<file path="config.mk">
export PLATFORM = sky130hd
export DESIGN_NAME = dsp_diff_decoder
export DESIGN_NICKNAME = d
export VERILOG_FILES = /design/src/rtl/dsp_diff_decoder.sv
export SDC_FILE = /design/constraint.sdc
export NUM_CORES = 1
export LEC_CHECK = 0
export BUFFER_PORTS_ARGS = -buffer_cell sky130_fd_sc_hd__buf_4
export CAP_MARGIN = 20
export CORE_AREA = 5 5 79 81
export DETAILED_ROUTE_END_ITERATION = 8
export DIE_AREA = 0 0 84 86
export GPL_ROUTABILITY_DRIVEN = 1
export GPL_TIMING_DRIVEN = 0
export SYNTH_ARGS = -nofsm -noshare
export SYNTH_HDL_FRONTEND = slang
export SYNTH_SLANG_ARGS = --single-unit
</file>
<file path="constraint.sdc">
create_clock -name clk -period 2.67 [get_ports clk]
set_clock_uncertainty 0.15 [all_clocks]
set_input_delay 0.801 -clock clk [delete_from_list [all_inputs] [get_ports clk]]
set_output_delay 0.801 -clock clk [all_outputs]
set_load 0.02 [all_outputs]
</file>
<file path="src/rtl/dsp_diff_decoder.sv">
// Inverse of the recursive difference-equation encoder: out = in - in[n-DELAY] mod 2^W,
// with a single-entry pass-through output register and valid/ready on both sides.
module dsp_diff_decoder #(
  parameter int W     = 8,
  parameter int DELAY = 2
) (
  input  logic         clk,
  input  logic         reset,
  input  logic         clear,
  input  logic [W-1:0] in_data,
  input  logic         in_valid,
  output logic         in_ready,
  output logic [W-1:0] out_data,
  output logic         out_valid,
  input  logic         out_ready,
  output logic         primed
);

  localparam int CNT_W = $clog2(DELAY + 1);

  typedef enum logic {PRIME, RUN} state_t;

  state_t         state;
  logic [CNT_W-1:0] count;
  logic [W-1:0]   hist [DELAY];
  logic           accept;

  function automatic logic [W-1:0] wrap_sub(input logic [W-1:0] a, input logic [W-1:0] b);
    return a - b;
  endfunction

  // Output slot frees up in the same cycle the sink takes it.
  assign in_ready = !out_valid || out_ready;
  assign accept   = in_valid && in_ready;

  always_ff @(posedge clk or negedge reset) begin
    if (!reset) begin
      state     <= PRIME;
      count     <= '0;
      primed    <= 1'b0;
      out_valid <= 1'b0;
      out_data  <= '0;
      for (int i = 0; i < DELAY; i++) hist[i] <= '0;
    end else if (clear) begin
      // Flush wins over a simultaneous accept; that input is discarded.
      state     <= PRIME;
      count     <= '0;
      primed    <= 1'b0;
      out_valid <= 1'b0;
      for (int i = 0; i < DELAY; i++) hist[i] <= '0;
    end else begin
      if (accept) begin
        out_data  <= wrap_sub(in_data, hist[DELAY-1]);
        out_valid <= 1'b1;
        for (int i = DELAY - 1; i > 0; i--) hist[i] <= hist[i-1];
        hist[0] <= in_data;
        if (state == PRIME) begin
          if (count == CNT_W'(DELAY - 1)) begin
            state  <= RUN;
            primed <= 1'b1;
            count  <= CNT_W'(DELAY);
          end else begin
            count <= count + 1'b1;
          end
        end
      end else if (out_ready) begin
        out_valid <= 1'b0;
      end
    end
  end

endmodule

</file>
==> results.toml <==
[power_and_ir_drop]
swShare_pct = 28.82
ir_drop_v = 0.0002291
p_per_area_nw_per_um2 = 587.9
p_leak_nw = 0.8675
pwr-share-clk_pct = 34.8
seqPwrFrac_pct = 43.4
power.total_mw = 1.150
p_comb_share_pct = 21.8
intPower_uw = 818.9
switchingPower_uw = 331.5

[synth]
syn_nets = 199
syn_area_per_cell_um2 = 8.999
yosys.cell_types.count = 36
netlist_area_um2 = 1593
ys_seq_area_share_pct = 45.56
synthArstFlopShare_pct = 100.0
synth_edf_count = 0
yosys_most_used_dff = "dfrtp_1"
ys_ff_latch = 29
yosysWarnings = 0
syn_inst = 177

[outcome]
status = "finished, final reports clean"

[route]
wirelength_mm = 3.521
routedWlPerCell_um = 12.58
vias = 1296
drc = 0
dr.pass1.iters = 4
viasPerCell = 4.629
ant_nets = 0
dr.first_iter.drc_count = 65

[clock_network]
clkTransAtPathRegs_ns = 0.07
htreeDepth = 2
cts_buffers = 5
tritoncts = "built"
cts_max_path_buffers = 2
clock_sinks = 29
cts_resized = 0
clk_latency_ns = 0.28
cts_root_buf = "clkbuf_8"
cts_hold_buf = 0
cts_setup_buffers = 0

[sta]
worst_pin_slew_ns = 0.4964
finalCritPeriodShare_pct = 93.33
setup_viol = 0
slew_headroom_pct = 66.91
holdWs_ns = 0.2816
hold_viol_final = 0
drv_slew = 0
grt_setup_unrepaired = "no"
fmax_mhz = 401.3
period_minus_slack_ns = 2.492

[placed_design]
hpwl_mm = 2.674
dpl-instance-area_um2 = 1856
place_congestion = 0.7285
portBuffers = 23

[worst_setup_path]
cp.arrival_ns = 2.56
start_kind = "primary input"
critPathKind = "primary input to flip-flop"
crit_fanout = 3
critPathRequiredTime_ns = 2.74
end_kind = "flip-flop"

[layout]
nFillCells = 595
seq_area_um2 = 725.7
drive_gt1_share_pct = 19.71
mostFrequentLayoutCell = "nand2_1"
final_cell_mix = "nand2_1 (41), dfrtp_1 (29), buf_4 (23)"
antenna_cells = 0
areaGrowthSynthToFinish_pct = 22.86
multiInputGateArea_um2 = 763.2
final_nets = 229
design_area_um2 = 1957

[floorplan]
dieHeight_um = 86
std_cell_rows = 27
die_w_um = 84
initial_core_util_pct = 29.47
ios = 24
fp.dieArea_um2 = 7224
core-area_um2 = 5405

[grt]
grt_pass1_vias = 1352
grt_start_max_net_pins = 30
grt.overflow.total = 0
grt_pass1_wl_mm = 6.244
antenna_found_initial = 0
grt_usage_pct = 10.92

[min_path]
min_path_type = "primary input to async pin"

[job]
drv_cap = 0
[synth_stat cells, types with 3 or more instances]
cell type | instances | share of area (%)
inv_1 | 13 | 3.1
nand3_1 | 3 | 0.94
a21oi_1 | 20 | 6.3
a211oi_1 | 4 | 1.9
nor2_1 | 8 | 1.9
dfrtp_1 | 29 | 46
o21ai_0 | 8 | 2.5
nand2b_1 | 5 | 2.0
nand2_1 | 41 | 9.7
ha_1 | 8 | 6.3
buf_2 | 5 | 1.6
[layout make-up]
cell class | instances | share of cell area [%]
multi-input combinational | 126 | 39.00
sequential | 29 | 37.08
timing repair buffer | 23 | 8.824
clock buffer | 7 | 4.923
tap | 72 | 4.604
buffer | 9 | 2.813
inverter | 13 | 2.494
clock inverter | 1 | 0.2558
[stage by stage]
stage          instances  utilization, %  setup TNS (ns)  worst slack [ns]
6_report             280           36.20               0            0.1780
5_1_grt              280           36.20               0           0.09953
4_1_cts              280           36.20               0            0.1814
3_5_place_dp         272           34.33         -0.1266           -0.1266
3_3_place_gp         272           34.33         -0.1070           -0.1070
2_1_floorplan        177               -               0            0.1293
[layer usage]
metal | up-vias | track usage, % | part of all wire (%) | wire length [µm]
met3 | 9 | 3.746 | 4.6 | 162
met1 | 601 | 12.05 | 43 | 1521
met5 | - | 0 | 0 | 0
li1 | 661 | - | - | -
met4 | 0 | 4.825 | 2.5 | 87
met2 | 25 | 19.09 | 50 | 1750
[worst max-delay path, stage by stage]
cell,delay [ns]
buf_4,0.11
inv_1,0.05
ha_1,0.15
inv_1,0.05
fa_1,0.42
a211oi_1,0.30
nor2_1,0.11
or4_1,0.47
nand3_1,0.10
[final timing paths]
path / to / cells after the start / slack [ns] / start
max: out_data[6] / 9 / 0.18 / in_data[0]
min: out_data[5] / 1 / 0.28 / reset
max reg2reg: out_data[6] / 7 / 0.51 / hist[0]
min reg2reg: out_data[1] / 2 / 0.33 / out_data[1]
max in group asynchronous: hist[15] / 1 / 1.80 / reset
min in group clk: out_data[1] / 2 / 0.33 / out_data[1]
[registers in the layout, summed over array words and instances (netlist names)]
register   count
state          1
out_valid      1
count          2
hist          16
primed         1
out_data       8
[logic make-up after synthesis]
family                     share of synthesized area, %
buffers and inverters                             6.520
xor gates and xnor gates                          1.100
and+or+nand+nor                                   20.27
AOI/OAI and AO/OA                                 19.01
DFF                                               45.56
adders and majority gates                         7.542
[power by group through the flow]
stage / logic [mW] / clock network [mW] / registers [mW]
floorplan: 0.122 / 0 / 0.538
global placement: 0.252 / 0 / 0.507
finish: 0.251 / 0.400 / 0.499
detailed placement: 0.255 / 0 / 0.508
global route: 0.281 / 0.432 / 0.505
CTS: 0.256 / 0.419 / 0.500
No activity file was read; power rests on OpenSTA's default activity.
